$ cat src/rtl/nf2401_cfg_master_if.sv
// Avalon-MM bus between the serial config master and its 3-bit PIO slave
// (bit0 = DATA, bit1 = CLK, bit2 = CS).
interface nf2401_cfg_master_if;
  logic [1:0] avm_address;
  logic       avm_chipselect;
  logic       avm_write_n;
  logic [2:0] avm_writedata;
  logic [2:0] avm_readdata;

  modport master (
    output avm_address, avm_chipselect, avm_write_n, avm_writedata,
    input  avm_readdata
  );

  modport slave (
    input  avm_address, avm_chipselect, avm_write_n, avm_writedata,
    output avm_readdata
  );
endinterface

$ cat src/rtl/nf2401_cfg_master.sv
// Bit-banged serial config master driving a PIO slave over Avalon-MM.
// Define NF2401_READBACK_EN to enable read transfers (DATA released and sampled).
module nf2401_cfg_master #(
  parameter int HALF_PERIOD = 4
) (
  input  logic                      clk,
  input  logic                      reset_n,
  input  logic                      start,
  input  logic [31:0]               tx_word,
  input  logic [5:0]                nbits,
  input  logic                      rd_mode,
  output logic                      busy,
  output logic                      done,
  output logic [31:0]               rx_word,
  nf2401_cfg_master_if.master       avm
);

  localparam logic [7:0] HOLD_LAST = 8'(HALF_PERIOD - 1);

  typedef enum logic [2:0] {
    S_IDLE, S_DIR, S_LO, S_HI, S_END, S_REL, S_DONE
  } state_t;

  state_t      state_q, state_d;
  logic [31:0] tx_q, tx_d;
  logic [5:0]  nb_q, nb_d;
  logic [7:0]  cnt_q, cnt_d;
  logic [4:0]  idx;
  logic        cur_bit;
  logic        rd_eff;
  logic [1:0]  addr_c;
  logic        cs_c;
  logic [2:0]  wd_c;
  logic        done_c;

`ifdef NF2401_READBACK_EN
  logic        rd_q, rd_d;
  logic [31:0] rx_q, rx_d;
  logic        unused_readdata;
  assign rd_eff          = rd_q;
  assign rx_word         = rx_q;
  assign unused_readdata = ^avm.avm_readdata[2:1];
`else
  logic        unused_inputs;
  assign rd_eff        = 1'b0;
  assign rx_word       = '0;
  assign unused_inputs = ^{rd_mode, avm.avm_readdata};
`endif

  // nb_q counts bits still to send, so the current bit sits at nb_q-1
  assign idx     = 5'(nb_q - 6'd1);
  assign cur_bit = tx_q[idx];

  always_comb begin
    state_d = state_q;
    tx_d    = tx_q;
    nb_d    = nb_q;
    cnt_d   = cnt_q;
`ifdef NF2401_READBACK_EN
    rd_d    = rd_q;
    rx_d    = rx_q;
`endif
    addr_c  = 2'd0;
    cs_c    = 1'b0;
    wd_c    = 3'b000;
    done_c  = 1'b0;

    case (state_q)
      S_IDLE, S_DONE: begin
        done_c  = (state_q == S_DONE);
        state_d = S_IDLE;
        if (start) begin
          state_d = S_DIR;
          tx_d    = tx_word;
          nb_d    = (nbits > 6'd32) ? 6'd32 : nbits;
          cnt_d   = 8'd0;
`ifdef NF2401_READBACK_EN
          rd_d    = rd_mode;
          rx_d    = '0;
`endif
        end
      end
      S_DIR: begin
        cs_c    = 1'b1;
        addr_c  = 2'd1;
        wd_c    = rd_eff ? 3'b110 : 3'b111;
        cnt_d   = 8'd0;
        state_d = (nb_q == 6'd0) ? S_END : S_LO;
      end
      S_LO: begin
        cs_c = (cnt_q == 8'd0);
        wd_c = {2'b10, cur_bit};
        if (cnt_q == HOLD_LAST) begin
          cnt_d   = 8'd0;
          state_d = S_HI;
        end else begin
          cnt_d = cnt_q + 8'd1;
        end
      end
      S_HI: begin
        cs_c = (cnt_q == 8'd0);
        wd_c = {2'b11, cur_bit & ~rd_eff};
        if (cnt_q == HOLD_LAST) begin
          cnt_d   = 8'd0;
          nb_d    = nb_q - 6'd1;
          state_d = (nb_q == 6'd1) ? S_END : S_LO;
`ifdef NF2401_READBACK_EN
          // readdata reflects the pin one cycle late, long settled by now
          if (rd_q) rx_d = {rx_q[30:0], avm.avm_readdata[0]};
`endif
        end else begin
          cnt_d = cnt_q + 8'd1;
        end
      end
      S_END: begin
        cs_c    = 1'b1;
        state_d = S_REL;
      end
      S_REL: begin
        cs_c    = 1'b1;
        addr_c  = 2'd1;
        state_d = S_DONE;
      end
      default: state_d = S_IDLE;
    endcase

    if (!cs_c) begin
      addr_c = 2'd0;
      wd_c   = 3'b000;
    end
  end

  always_ff @(posedge clk or negedge reset_n) begin
    if (!reset_n) begin
      state_q <= S_IDLE;
      tx_q    <= '0;
      nb_q    <= '0;
      cnt_q   <= '0;
`ifdef NF2401_READBACK_EN
      rd_q    <= 1'b0;
      rx_q    <= '0;
`endif
    end else begin
      state_q <= state_d;
      tx_q    <= tx_d;
      nb_q    <= nb_d;
      cnt_q   <= cnt_d;
`ifdef NF2401_READBACK_EN
      rd_q    <= rd_d;
      rx_q    <= rx_d;
`endif
    end
  end

  assign busy               = (state_q != S_IDLE) && (state_q != S_DONE);
  assign done               = done_c;
  assign avm.avm_address    = addr_c;
  assign avm.avm_chipselect = cs_c;
  assign avm.avm_write_n    = ~cs_c;
  assign avm.avm_writedata  = wd_c;

endmodule

$ cat src/flat_wrapper.sv
// flat-port wrapper written by rule: the top's interface ports become plain ports
module nf2401_cfg_master_flat 
#(
  parameter int HALF_PERIOD = 4
)
  (clk, reset_n, start, tx_word, nbits, rd_mode, busy, done, rx_word, avm_avm_address, avm_avm_chipselect, avm_avm_write_n, avm_avm_writedata, avm_avm_readdata);
  nf2401_cfg_master_if avm_i ();
  input  logic clk;
  input  logic reset_n;
  input  logic start;
  input  logic [31:0] tx_word;
  input  logic [5:0] nbits;
  input  logic rd_mode;
  output logic busy;
  output logic done;
  output logic [31:0] rx_word;
  output wire logic [$bits(avm_i.avm_address)-1:0] avm_avm_address;
  output wire logic [$bits(avm_i.avm_chipselect)-1:0] avm_avm_chipselect;
  output wire logic [$bits(avm_i.avm_write_n)-1:0] avm_avm_write_n;
  output wire logic [$bits(avm_i.avm_writedata)-1:0] avm_avm_writedata;
  input wire logic [$bits(avm_i.avm_readdata)-1:0] avm_avm_readdata;
  assign avm_avm_address = avm_i.avm_address;
  assign avm_avm_chipselect = avm_i.avm_chipselect;
  assign avm_avm_write_n = avm_i.avm_write_n;
  assign avm_avm_writedata = avm_i.avm_writedata;
  assign avm_i.avm_readdata = avm_avm_readdata;
  nf2401_cfg_master #(.HALF_PERIOD(HALF_PERIOD)) u_core (.clk(clk), .reset_n(reset_n), .start(start), .tx_word(tx_word), .nbits(nbits), .rd_mode(rd_mode), .busy(busy), .done(done), .rx_word(rx_word), .avm(avm_i));
endmodule
$ cat config.mk
export PLATFORM = sky130hd
export DESIGN_NAME = nf2401_cfg_master_flat
export DESIGN_NICKNAME = d
export VERILOG_FILES = /design/src/rtl/nf2401_cfg_master_if.sv /design/src/rtl/nf2401_cfg_master.sv /design/src/flat_wrapper.sv
export SDC_FILE = /design/constraint.sdc
export NUM_CORES = 1
export LEC_CHECK = 0
export ABC_AREA = 0
export CAP_MARGIN = 0
export CELL_PAD_IN_SITES_DETAIL_PLACEMENT = 1
export CELL_PAD_IN_SITES_GLOBAL_PLACEMENT = 1
export CORE_UTILIZATION = 33
export CTS_CLUSTER_DIAMETER = 50
export DETAILED_ROUTE_END_ITERATION = 8
export PLACE_DENSITY_LB_ADDON = 0.1
export SLEW_MARGIN = 10
export SYNTH_ARGS = -nofsm -noshare
export SYNTH_HDL_FRONTEND = slang
export SYNTH_SLANG_ARGS = --single-unit
$ cat constraint.sdc
create_clock -name clk -period 2.21 [get_ports clk]
set_input_delay 0.221 -clock clk [delete_from_list [all_inputs] [get_ports clk]]
set_output_delay 0.221 -clock clk [all_outputs]
set_load 0.01 [all_outputs]
* Yosys cells after proc, flatten, opt, wreduce, memory -nomap -nowiden
Index checks and enable logic that the tools add are counted.
** Word-level totals
- Output and inout port bits :: 41
- Register bits :: 49
- ROM bits :: 0
- Input port bits :: 45
- RAM bits :: 0
- Logic and storage cells :: 57
- Bits in latches :: 0
- Memories kept :: 0
** Operators by class
- Shift-type cells :: 0
- Reductions and logical operators :: 15
- Eq/ne operators :: 12
- Multipliers :: 0
- Bitwise operators :: 1
- Multiplexer cells :: 21
- Divide/modulo/power cells :: 0
- $add $sub $neg :: 2
- Order comparisons :: 2
** Operators by type and width (number)
- 8-bit case mux with 3 select lines :: 1
- 6-bit 2-to-1 mux :: 3
- 3-bit case mux with 6 select lines :: 1
- 8-bit 2-to-1 mux :: 2
- 3-bit 2-to-1 mux :: 5
- 6-bit case mux with 2 select lines :: 1
- 3-bit == test, second input constant :: 3
- 3-bit case mux with 3 select lines :: 1
- 8-bit by 1-bit adder with 8-bit output, second input constant :: 1
- 8-bit by 2-bit == test with 1-bit output, second input constant :: 1
- 8-bit logical NOT :: 1
- 3-bit by 2-bit == test with 1-bit output, second input constant :: 2
- 6-bit by 1-bit == test with 1-bit output, second input constant :: 1
- 6-bit greater-than comparator, second input constant :: 1
- 6-bit logical NOT :: 1
- 5-bit by 6-bit less-than comparator with 1-bit output, second input constant :: 1
- 2-bit AND reduction :: 3
- 3-bit nonzero test :: 2
- 2-bit OR reduction :: 3
- 6-bit by 1-bit subtractor with 6-bit output, second input constant :: 1
- 1-bit binary-select mux with 5-bit select :: 1
- 1-bit 2-to-1 mux :: 5
- 2-bit by 1-bit inequality test with 1-bit output, second input constant :: 2
- 3-bit by 1-bit == test with 1-bit output, second input constant :: 1
- other kinds (9) :: 9

* Depth between registers and ports, before layout
Gate-level depths: netlist of run 1.
- Word-level depth :: 5
- Mapped depth :: 9
- Gate-level depth less buffers :: 7

* Worst setup path before layout of run 1
OpenSTA, ideal clock, no wires.
- Path kind :: register to output
- Start :: register u_core.nb_q[0]
- End :: output avm_avm_writedata[0]
- Setup slack :: -0.259 ns
- Arrival time :: 2.248 ns
- Buffers on the path :: 2
- Cell stages (with the launch flop) :: 10
- Required time :: 1.989 ns
- Cells stage by stage :: dfrtp_1 buf_2 inv_1 ha_1 xor2_2 buf_6 mux4_1 a22oi_1 a211oi_1 nand3b_1
** Between the ends
- Cells in the longest elaborated chain, start to end :: 5
** Ends and longest elaborated chain
- start: declaration :: RTL line nf2401_cfg_master.sv:26 : logic [5:0] nb_q, nb_d;
- start signal: assignment :: RTL line nf2401_cfg_master.sv:146 : nb_q <= nb_d;
- 6-bit by 1-bit subtractor with 6-bit output :: RTL line nf2401_cfg_master.sv:51 : assign idx = 5'(nb_q - 6'd1);
- 1-bit binary-select mux with 5-bit select :: RTL line nf2401_cfg_master.sv:52 : assign cur_bit = tx_q[idx];
- 1-bit 2-to-1 mux (not written as such) :: RTL line nf2401_cfg_master.sv:52
- 3-bit case mux with 3 select lines :: RTL line nf2401_cfg_master.sv:68 : case (state_q)
- 3-bit 2-to-1 mux :: RTL line nf2401_cfg_master.sv:127 : if (!cs_c) begin
- end: declaration :: RTL line flat_wrapper.sv:20 : output wire logic [$bits(avm_i.avm_writedata)-1:0] avm_avm_writedata;
Every way passes these cells. The select of a mux whose other input is x is not followed.

* Worst setup path after layout of run 1
Same ends and word-level chain as after synthesis.

==> results.toml, run 1 <==
[finish]
fillers = 924
syn2layout_area_growth_pct = 31.7
final_cell_mix = "49 x dfrtp_1, 42 x clkdlybuf4s50_1, 39 x buf_4"
ff_latch_area_sq_mm = 0.00123
drive_gt1_share_pct = 31.5
fin_nets = 400
final_common_cell = "dfrtp_1"
multi_input_area_sq_mm = 0.00153
antenna_cells_inserted = 0

[synthesis]
synthFlopType = "dfrtp_1"
syn-instance-count = 266
synthesis.area_sq_mm = 0.00292
ys_types = 48
syn_avg_cell_area_sq_um = 11.0
ys_ff_latch = 49
ys_seq_area_share_pct = 42.0
yosysWarnings = 0
synth-edff-count = 0
async_flop_share_pct = 100

[clock_tree]
htreeDepth = 2
cts.path.max_buffers = 2
cts_tree = "yes"
clkLatencyLatePin_ns = 0.31
cts_made_buffers = 5
cts_root_buffer = "clkbuf_8"
cts.sinks = 49
clk_pin_slew_worst_paths_ns = 0.10

[detailed_routing]
drt-total-wl_um = 6800
drtAntennaViolNets = 0
vias = 2230
vias_per_cell = 4.88
drc = 0
wl_per_cell_um = 14.9
drt-pass1-iter-count = 4
drt_iter0_markers = 54

[sta]
worst_slew_pin_slew_ns = 0.608
finalHoldViolCount = 0
slew_violations = 0
fin_tns_setup_ns = -0.449
period_minus_slack_ns = 2.66
holdWs_ns = 0.391
clock-skew-final_ns = 0.00891
fin_crit_sh_pct = 120
rsz0062_at_grt = "true"
setup_slack_ns = -0.449
setup_viol = 1
relSlewSlack_pct = 59.1
fmax_mhz = 376

[floorplan]
ios = 86
die_w_um = 96.0
initial_utilization_pct = 34.8
core_area_sq_mm = 0.00838
dieArea_sq_mm = 0.00922
die_h_um = 96.0
rows = 33

[placement]
place.port_buffers = 48
place_congestion = 0.775
place_hpwl_um = 5210

[worst_setup_path]
worstPathRequired_ns = 1.99
crit_path_end_kind = "output pin"
path_class = "register to output pin"
crit_fanout = 4
crit_path_start = "u_core.nb_q[0]"
rr_startpoint = "u_core.cnt_q[3]"
worstPathArrival_ns = 2.44
cp-start-kind = "register"

[global_route]
grt_usage_pct = 16.5
overflow = 0
grt_max_degree = 34
antenna_found_initial = 0
grt_pass1_wl_um = 11400
grt_pass1_vias = 2285

[pwr]
p_leak_nw = 1.68
power.density_mw_per_mm2 = 1340
worst_ir_drop_vdd_mv = 0.526

[hold_path]
hp-class = "input pin to asynchronous set/reset pin"

[outcome]
violations = "negative setup slack"
status = "complete, but fails checks"

[job]
maxCapViolations = 0
cell usage after synthesis, types with 5 or more instances:
| library cell | number | share of area [%] |
|---|---|---|
| nand3_1 | 5 | 0.86 |
| buf_2 | 6 | 1.0 |
| a21oi_1 | 6 | 1.0 |
| clkbuf_1 | 5 | 0.64 |
| o21ai_0 | 16 | 2.7 |
| mux2_2 | 32 | 12 |
| nor2b_1 | 7 | 1.5 |
| inv_1 | 8 | 1.0 |
| a31oi_1 | 8 | 1.7 |
| nand2_1 | 14 | 1.8 |
| dfrtp_1 | 49 | 42 |
| buf_4 | 33 | 8.5 |
| nor2_1 | 11 | 1.4 |
sequential cells by signal (all words and copies together), names as in the netlist:
name,count
u_core.nb_q,6
u_core.state_q,3
u_core.tx_q,32
u_core.cnt_q,8
worst max-delay path, cell delays in order (launching register included):
cell and delay (ns):
dfrtp_1 0.44, inv_4 0.08, ha_4 0.15, xor2_4 0.18
buf_6 0.15, mux4_2 0.51, a22oi_2 0.17, a211oi_1 0.09
nand3b_1 0.20, buf_2 0.16
final timing paths:
kind | end | depth (start not counted) | slack, ns
worst max-delay path | avm_avm_writedata[0] | 9 | -0.45
worst min-delay path | u_core.cnt_q[2] | 2 | 0.39
worst max register to register | u_core.nb_q[0] | 6 | 0.15
worst min register to register | u_core.tx_q[14] | 1 | 0.51
max in group asynchronous | u_core.tx_q[22] | 3 | 1.29
min in group clk | u_core.nb_q[0] | 3 | 0.50
logic make-up after synthesis:
kind of cell | count (synthesis) | synth area share [%]
compound gates | 49 | 11.2
xor+xnor | 4 | 1.46
fa+ha+maj | 5 | 2.06
buf+inv | 54 | 11.7
flops | 49 | 42.0
mux | 42 | 18.7
other cells | 1 | 0.129
simple gates | 62 | 12.6
stage by stage:
step / power [W] / instances / util (%) / cell area [sq um] / worst slack [ns]
after global placement: 0.00441 / 445 / 43.7 / 3660 / -0.448
after CTS: 0.00514 / 455 / 45.5 / 3810 / -0.488
after global routing: 0.00557 / 457 / 45.8 / 3840 / -0.563
final: 0.00515 / 457 / 45.8 / 3840 / -0.449
after floorplan: 0.00337 / 298 / - / 3050 / -0.0477
after detailed placement: 0.00446 / 445 / 43.7 / 3660 / -0.490
timing repair:
item | CTS | global route
pin swaps | 1 | 3
gates cloned | 0 | 0
hold buffers | 1 | 0
setup endpoints to repair | 5 | 5
gates resized for setup | 21 | 10
hold endpoints to repair | 17 | 0
setup buffers | 1 | 2
power breakdown:
| part | total (W) | switching, W | internal, W |
|---|---|---|---|
| logic | 0.00305 | 0.00135 | 0.00170 |
| registers | 0.00152 | 0.000232 | 0.00129 |
| clock network | 0.000578 | 0.000318 | 0.000260 |
| total | 0.00515 | 0.00190 | 0.00325 |
routing by layer:
metal | GRT usage, % | part of all wire [%] | vias to the layer above
met2 | 27.5 | 50 | 44
met5 | 0 | 0 | -
li1 | - | - | 1062
met4 | 4.85 | 1.2 | 0
met3 | 3.71 | 3.3 | 5
met1 | 21.5 | 46 | 1119
final cells by class:
cell class | instances | area share, %
clock buffers | 6 | 2.15
well taps | 105 | 3.42
repair buffers | 92 | 21.4
clock inverters | 2 | 0.456
flip-flops and latches | 49 | 31.9
multi-input cells | 195 | 39.8
inverters | 8 | 0.847
Power figures use the tool's default switching activity.
==> run 2, diff against run 1 <==
--- a/config.mk
+++ b/config.mk
@@ -9,6 +9,7 @@
 export CAP_MARGIN = 0
 export CELL_PAD_IN_SITES_DETAIL_PLACEMENT = 1
 export CELL_PAD_IN_SITES_GLOBAL_PLACEMENT = 1
+export CORE_MARGIN = 2
 export CORE_UTILIZATION = 33
 export CTS_CLUSTER_DIAMETER = 50
 export DETAILED_ROUTE_END_ITERATION = 8
@@ -17,3 +18,4 @@
 export SYNTH_ARGS = -nofsm -noshare
 export SYNTH_HDL_FRONTEND = slang
 export SYNTH_SLANG_ARGS = --single-unit
+export TNS_END_PERCENT = 10
==> run 2 against run 1 <==
Effect of this change:
- the run still ends with negative setup slack left
- hold slack better by 0.080 ns
- critical endpoint unchanged
- critical path type unchanged
- register-to-register slack worse by 0.02 ns
- count of clock-buffer cells in the layout is 1 lower
- core utilization fell by 1.7 points
- global-route usage decreased by 1.6 points
- final area down 0.78%
- die area grew 4.2%
- total power down 2.8%
==> results.toml, run 2 (same netlist as run 1, synthesis figures left out) <==
[finish]
antenna_cells_inserted = 0
syn2layout_area_growth_pct = 30.7
stdcell_count = 460
drive_gt1_share_pct = 29.5
final_cell_mix = "49 x dfrtp_1, 42 x clkdlybuf4s50_1, 40 x buf_4"
fin_nets = 400
top_register = "u_core.tx_q"
largest_reg_flops = 32
top_regs = "u_core.tx_q x32, u_core.cnt_q x8, u_core.nb_q x6"
final_common_cell = "dfrtp_1"

[clock_tree]
clk_pin_slew_worst_paths_ns = 0.09
cts_root_buffer = "clkbuf_8"
cts_made_buffers = 5
cts.sinks = 49
htreeDepth = 2
clkLatencyLatePin_ns = 0.31
cts_tree = "yes"
cts.path.max_buffers = 2

[worst_setup_path]
crit_path_end_kind = "output pin"
rr_startpoint = "u_core.cnt_q[3]"
regToRegEndpoint = "u_core.nb_q[0]"
rr_worst_depth = 6
cp-start-kind = "register"
regToRegSetupSlack_ns = 0.13
worstPathRequired_ns = 1.99
path_class = "register to output pin"
worstPathArrival_ns = 2.42
crit_fanout = 8

[floorplan]
dieArea_sq_mm = 0.00961
rows = 34
core_area_sq_mm = 0.00864
die_w_um = 98.0
die_h_um = 98.0
ios = 86
initial_utilization_pct = 33.8

[detailed_routing]
vias_per_cell = 4.83
drt_iter0_markers = 38
vias = 2223
drtAntennaViolNets = 0
wl_per_cell_um = 15.1
drt-total-wl_um = 6940
drc = 0
drt-pass1-iter-count = 4

[pwr]
p_leak_nw = 1.67
worst_ir_drop_vdd_mv = 0.460
power.density_mw_per_mm2 = 1310

[global_route]
grt_pass1_wl_um = 11700
antenna_found_initial = 0
grt_max_degree = 34
grt_use_met2_pct = 27.3
gr-usage-met1_pct = 18.5
busiest_layer = "met2"
overflow = 0
grt_usage_pct = 14.9
grt_pass1_vias = 2395
met3_usage_pct = 2.15

[sta]
worst_slew_pin_slew_ns = 0.634
fmax_mhz = 379
setup_slack_ns = -0.429
period_minus_slack_ns = 2.64
setup_viol = 1
rsz0062_at_grt = "true"
slew_violations = 0
clock-skew-final_ns = 0.00283
fin_crit_sh_pct = 119
finalHoldViolCount = 0
relSlewSlack_pct = 57.4

[placement]
dp_slack_ns = -0.487
place_hpwl_um = 5400
place_congestion = 0.778
placed_cells = 450
place.port_buffers = 48

[hold_path]
hp-class = "input pin to asynchronous set/reset pin"

[outcome]
violations = "negative setup slack"
status = "complete, but fails checks"

[job]
maxCapViolations = 0
==> run 2: stage by stage <==
stage          TNS [ns]  cell area [sq um]  power (W)  hold slack (ns)  utilization (%)
2_1_floorplan   -0.0477               3050    0.00337          -0.0746                -
3_3_place_gp     -0.461               3700    0.00447            0.274             42.8
3_5_place_dp     -0.616               3700    0.00454            0.271             42.8
4_1_cts          -0.491               3800    0.00510            0.485             44.0
5_1_grt          -0.698               3810    0.00543            0.513             44.1
6_report         -0.429               3810    0.00501            0.470             44.1
==> run 2: worst max-delay path, cell delays in order, from the launching register on <==
cell	delay, ns
dfrtp_1	0.43
inv_4	0.08
ha_4	0.14
xor2_2	0.18
buf_12	0.15
mux4_2	0.51
a22oi_2	0.17
a211oi_1	0.09
nand3b_1	0.19
buf_2	0.16
==> run 2: area by class of cell <==
type                       instances  area (sq um)
clock buffer                       5          68.8
clock inverter                     3          21.3
fill                             958          4820
inverter                           8          32.5
multi-input combinational        195          1500
sequential                        49          1230
tap                              108           135
timing repair buffer              92           832
==> run 2: power by group <==
part           switching, W  total, W  internal (W)
sequential         0.000243   0.00153       0.00129
combinational       0.00127   0.00292       0.00165
clock              0.000326  0.000551      0.000225
total               0.00184   0.00501       0.00317
==> run 2: how the worst max path moves through the flow <==
stage | slack (ns) | cells past startpoint | endpoint | start
after floorplan | -0.05 | 9 | avm_avm_writedata[0] | u_core.nb_q[0]
after global placement | -0.44 | 9 | avm_avm_writedata[0] | u_core.nb_q[1]
after detailed placement | -0.49 | 9 | avm_avm_writedata[0] | u_core.nb_q[1]
after CTS | -0.49 | 9 | avm_avm_writedata[0] | u_core.nb_q[0]
after global routing | -0.57 | 9 | avm_avm_writedata[0] | u_core.nb_q[0]
final | -0.43 | 9 | avm_avm_writedata[0] | u_core.nb_q[0]
==> run 2: layer usage <==
metal	vias to the layer above	routed length (um)
met5	-	0
met4	0	78
met3	6	205
met2	44	3660
met1	1109	3000
li1	1064	-
==> run 2: timing repair <==
action                     in CTS  in global routing
hold buffers                    1                  0
setup endpoints to repair       5                  5
resized for setup              15                  4
buffers inserted                0                  1
pin swaps                       3                  0
hold endpoints to repair       22                  0
==> run 3, diff against run 2 <==
--- a/config.mk
+++ b/config.mk
@@ -12,8 +12,11 @@
 export CORE_MARGIN = 2
 export CORE_UTILIZATION = 33
 export CTS_CLUSTER_DIAMETER = 50
+export CTS_CLUSTER_SIZE = 16
 export DETAILED_ROUTE_END_ITERATION = 8
 export PLACE_DENSITY_LB_ADDON = 0.1
+export REMOVE_ABC_BUFFERS = 1
+export SKIP_LAST_GASP = 1
 export SLEW_MARGIN = 10
 export SYNTH_ARGS = -nofsm -noshare
 export SYNTH_HDL_FRONTEND = slang
==> run 3 against run 2 <==
Effect of this change:
- the run still ends with negative setup slack left
- fmax is 0.31% lower
- via count increased by 2.7%
- final area rose by 2.7%
- cell count increased by 1.7%
- sequential share of layout area fell by 0.85 points
- register-to-register slack about the same
- critical path depth stayed put
- non-clock buffer count up 8
- hold slack got worse by 0.054 ns
- largest cell class unchanged
==> results.toml, run 3 (same netlist as run 1, synthesis figures left out) <==
[hold_path]
hp-class = "input pin to asynchronous set/reset pin"

[global_route]
overflow = 0
grt_pass1_wl_um = 12100
antenna_found_initial = 0
grt_use_met2_pct = 28.9
grt_pass1_vias = 2453
met3_usage_pct = 2.65
grt_max_degree = 34
busiest_layer = "met2"
gr-usage-met1_pct = 18.6
grt_usage_pct = 15.7

[floorplan]
initial_utilization_pct = 33.8
die_w_um = 98.0
rows = 34
ios = 86
core_area_sq_mm = 0.00864
die_h_um = 98.0
dieArea_sq_mm = 0.00961

[clock_tree]
clkLatencyLatePin_ns = 0.31
cts_made_buffers = 5
cts_tree = "yes"
cts.path.max_buffers = 2
cts_root_buffer = "clkbuf_8"
clk_pin_slew_worst_paths_ns = 0.10
htreeDepth = 2
cts.sinks = 49

[worst_setup_path]
worstPathRequired_ns = 1.99
worstPathArrival_ns = 2.43
crit_path_end_kind = "output pin"
rr_startpoint = "u_core.cnt_q[3]"
crit_fanout = 3
cp-start-kind = "register"
rr_worst_depth = 6
path_class = "register to output pin"
regToRegEndpoint = "u_core.nb_q[0]"
regToRegSetupSlack_ns = 0.13

[pwr]
power.density_mw_per_mm2 = 1380
p_leak_nw = 1.70
p_total_w = 0.00540
worst_ir_drop_vdd_mv = 0.590

[outcome]
status = "complete, but fails checks"
violations = "negative setup slack"

[sta]
fin_crit_sh_pct = 120
fin_tns_setup_ns = -1.15
period_minus_slack_ns = 2.65
relSlewSlack_pct = 63.0
setup_slack_ns = -0.437
finalHoldViolCount = 0
worst_slew_pin_slew_ns = 0.554
setup_viol = 4
fmax_mhz = 378
clock-skew-final_ns = 0.0104
slew_violations = 0
rsz0062_at_grt = "true"

[detailed_routing]
drt-total-wl_um = 7220
drt_iter0_markers = 45
drt-pass1-iter-count = 4
drc = 0
vias_per_cell = 4.88
drtAntennaViolNets = 0
vias = 2284
wl_per_cell_um = 15.4

[finish]
drive_gt1_share_pct = 31.4
top_regs = "u_core.tx_q x32, u_core.cnt_q x8, u_core.nb_q x6"
stdcell_count = 468
fillers = 973
fin_nets = 408
final_cell_mix = "49 x dfrtp_1, 47 x buf_4, 46 x clkdlybuf4s50_1"
syn2layout_area_growth_pct = 34.2
antenna_cells_inserted = 0
fin_util_pct = 45.3
largest_reg_flops = 32
final_common_cell = "dfrtp_1"
top_register = "u_core.tx_q"

[job]
maxCapViolations = 0

[placement]
dp_slack_ns = -0.583
place_hpwl_um = 5470
place.port_buffers = 48
place_congestion = 0.807
placed_cells = 455
-- run 3: worst max-delay path by stage --
stage / startpoint / end / slack [ns] / cells after the start
2_1_floorplan: u_core.state_q[2] / u_core.nb_q[0] / -0.64 / 5
3_3_place_gp: u_core.nb_q[0] / avm_avm_writedata[0] / -0.55 / 9
3_5_place_dp: u_core.nb_q[0] / avm_avm_writedata[0] / -0.58 / 9
4_1_cts: u_core.nb_q[0] / avm_avm_writedata[0] / -0.45 / 9
5_1_grt: u_core.nb_q[1] / avm_avm_writedata[0] / -0.55 / 9
6_report: u_core.nb_q[0] / avm_avm_writedata[0] / -0.44 / 9
-- run 3: cell type report --
cell class / count / area (sq um) / area share, %
Clock inverter: 2 / 41.3 / 1.05
Multi-Input combinational cell: 195 / 1510 / 38.4
Clock buffer: 6 / 82.6 / 2.11
Timing Repair Buffer: 100 / 896 / 22.9
Inverter: 8 / 30.0 / 0.767
Tap cell: 108 / 135 / 3.45
Sequential cell: 49 / 1230 / 31.3
-- run 3: critical path, stage by stage, from the launching register on --
cell      delay (ns)
dfrtp_1         0.40
inv_2           0.09
ha_4            0.16
xor2_4          0.21
buf_6           0.14
mux4_2          0.50
a22oi_2         0.19
a211oi_1        0.09
nand3b_1        0.18
buf_2           0.15
-- run 3: routing by layer --
metal  vias up  wire length, um
li1       1082                -
met1      1137             3100
met2        55             3730
met3        10              271
met4         0              122
met5         -                0
-- run 3: what timing repair did --
item | CTS | global route
hold buffers | 1 | 0
hold endpoints to repair | 20 | 0
pin swaps | 4 | 4
buffers inserted | 2 | 2
resized for setup | 13 | 7
endpoints found under the setup margin | 5 | 5
-- run 3: per-stage QoR --
stage          area (sq um)  hold slack [ns]
2_1_floorplan          2730          -0.0746
3_3_place_gp           3710            0.252
3_5_place_dp           3710            0.251
4_1_cts                3880            0.436
5_1_grt                3920            0.481
6_report               3920            0.416
-- run 3: report_power, final --
| part | switching [W] | internal (W) | leakage [nW] |
|---|---|---|---|
| combinational | 0.00136 | 0.00180 | 1.04 |
| clock | 0.000326 | 0.000376 | 0.0633 |
| sequential | 0.000242 | 0.00129 | 0.602 |
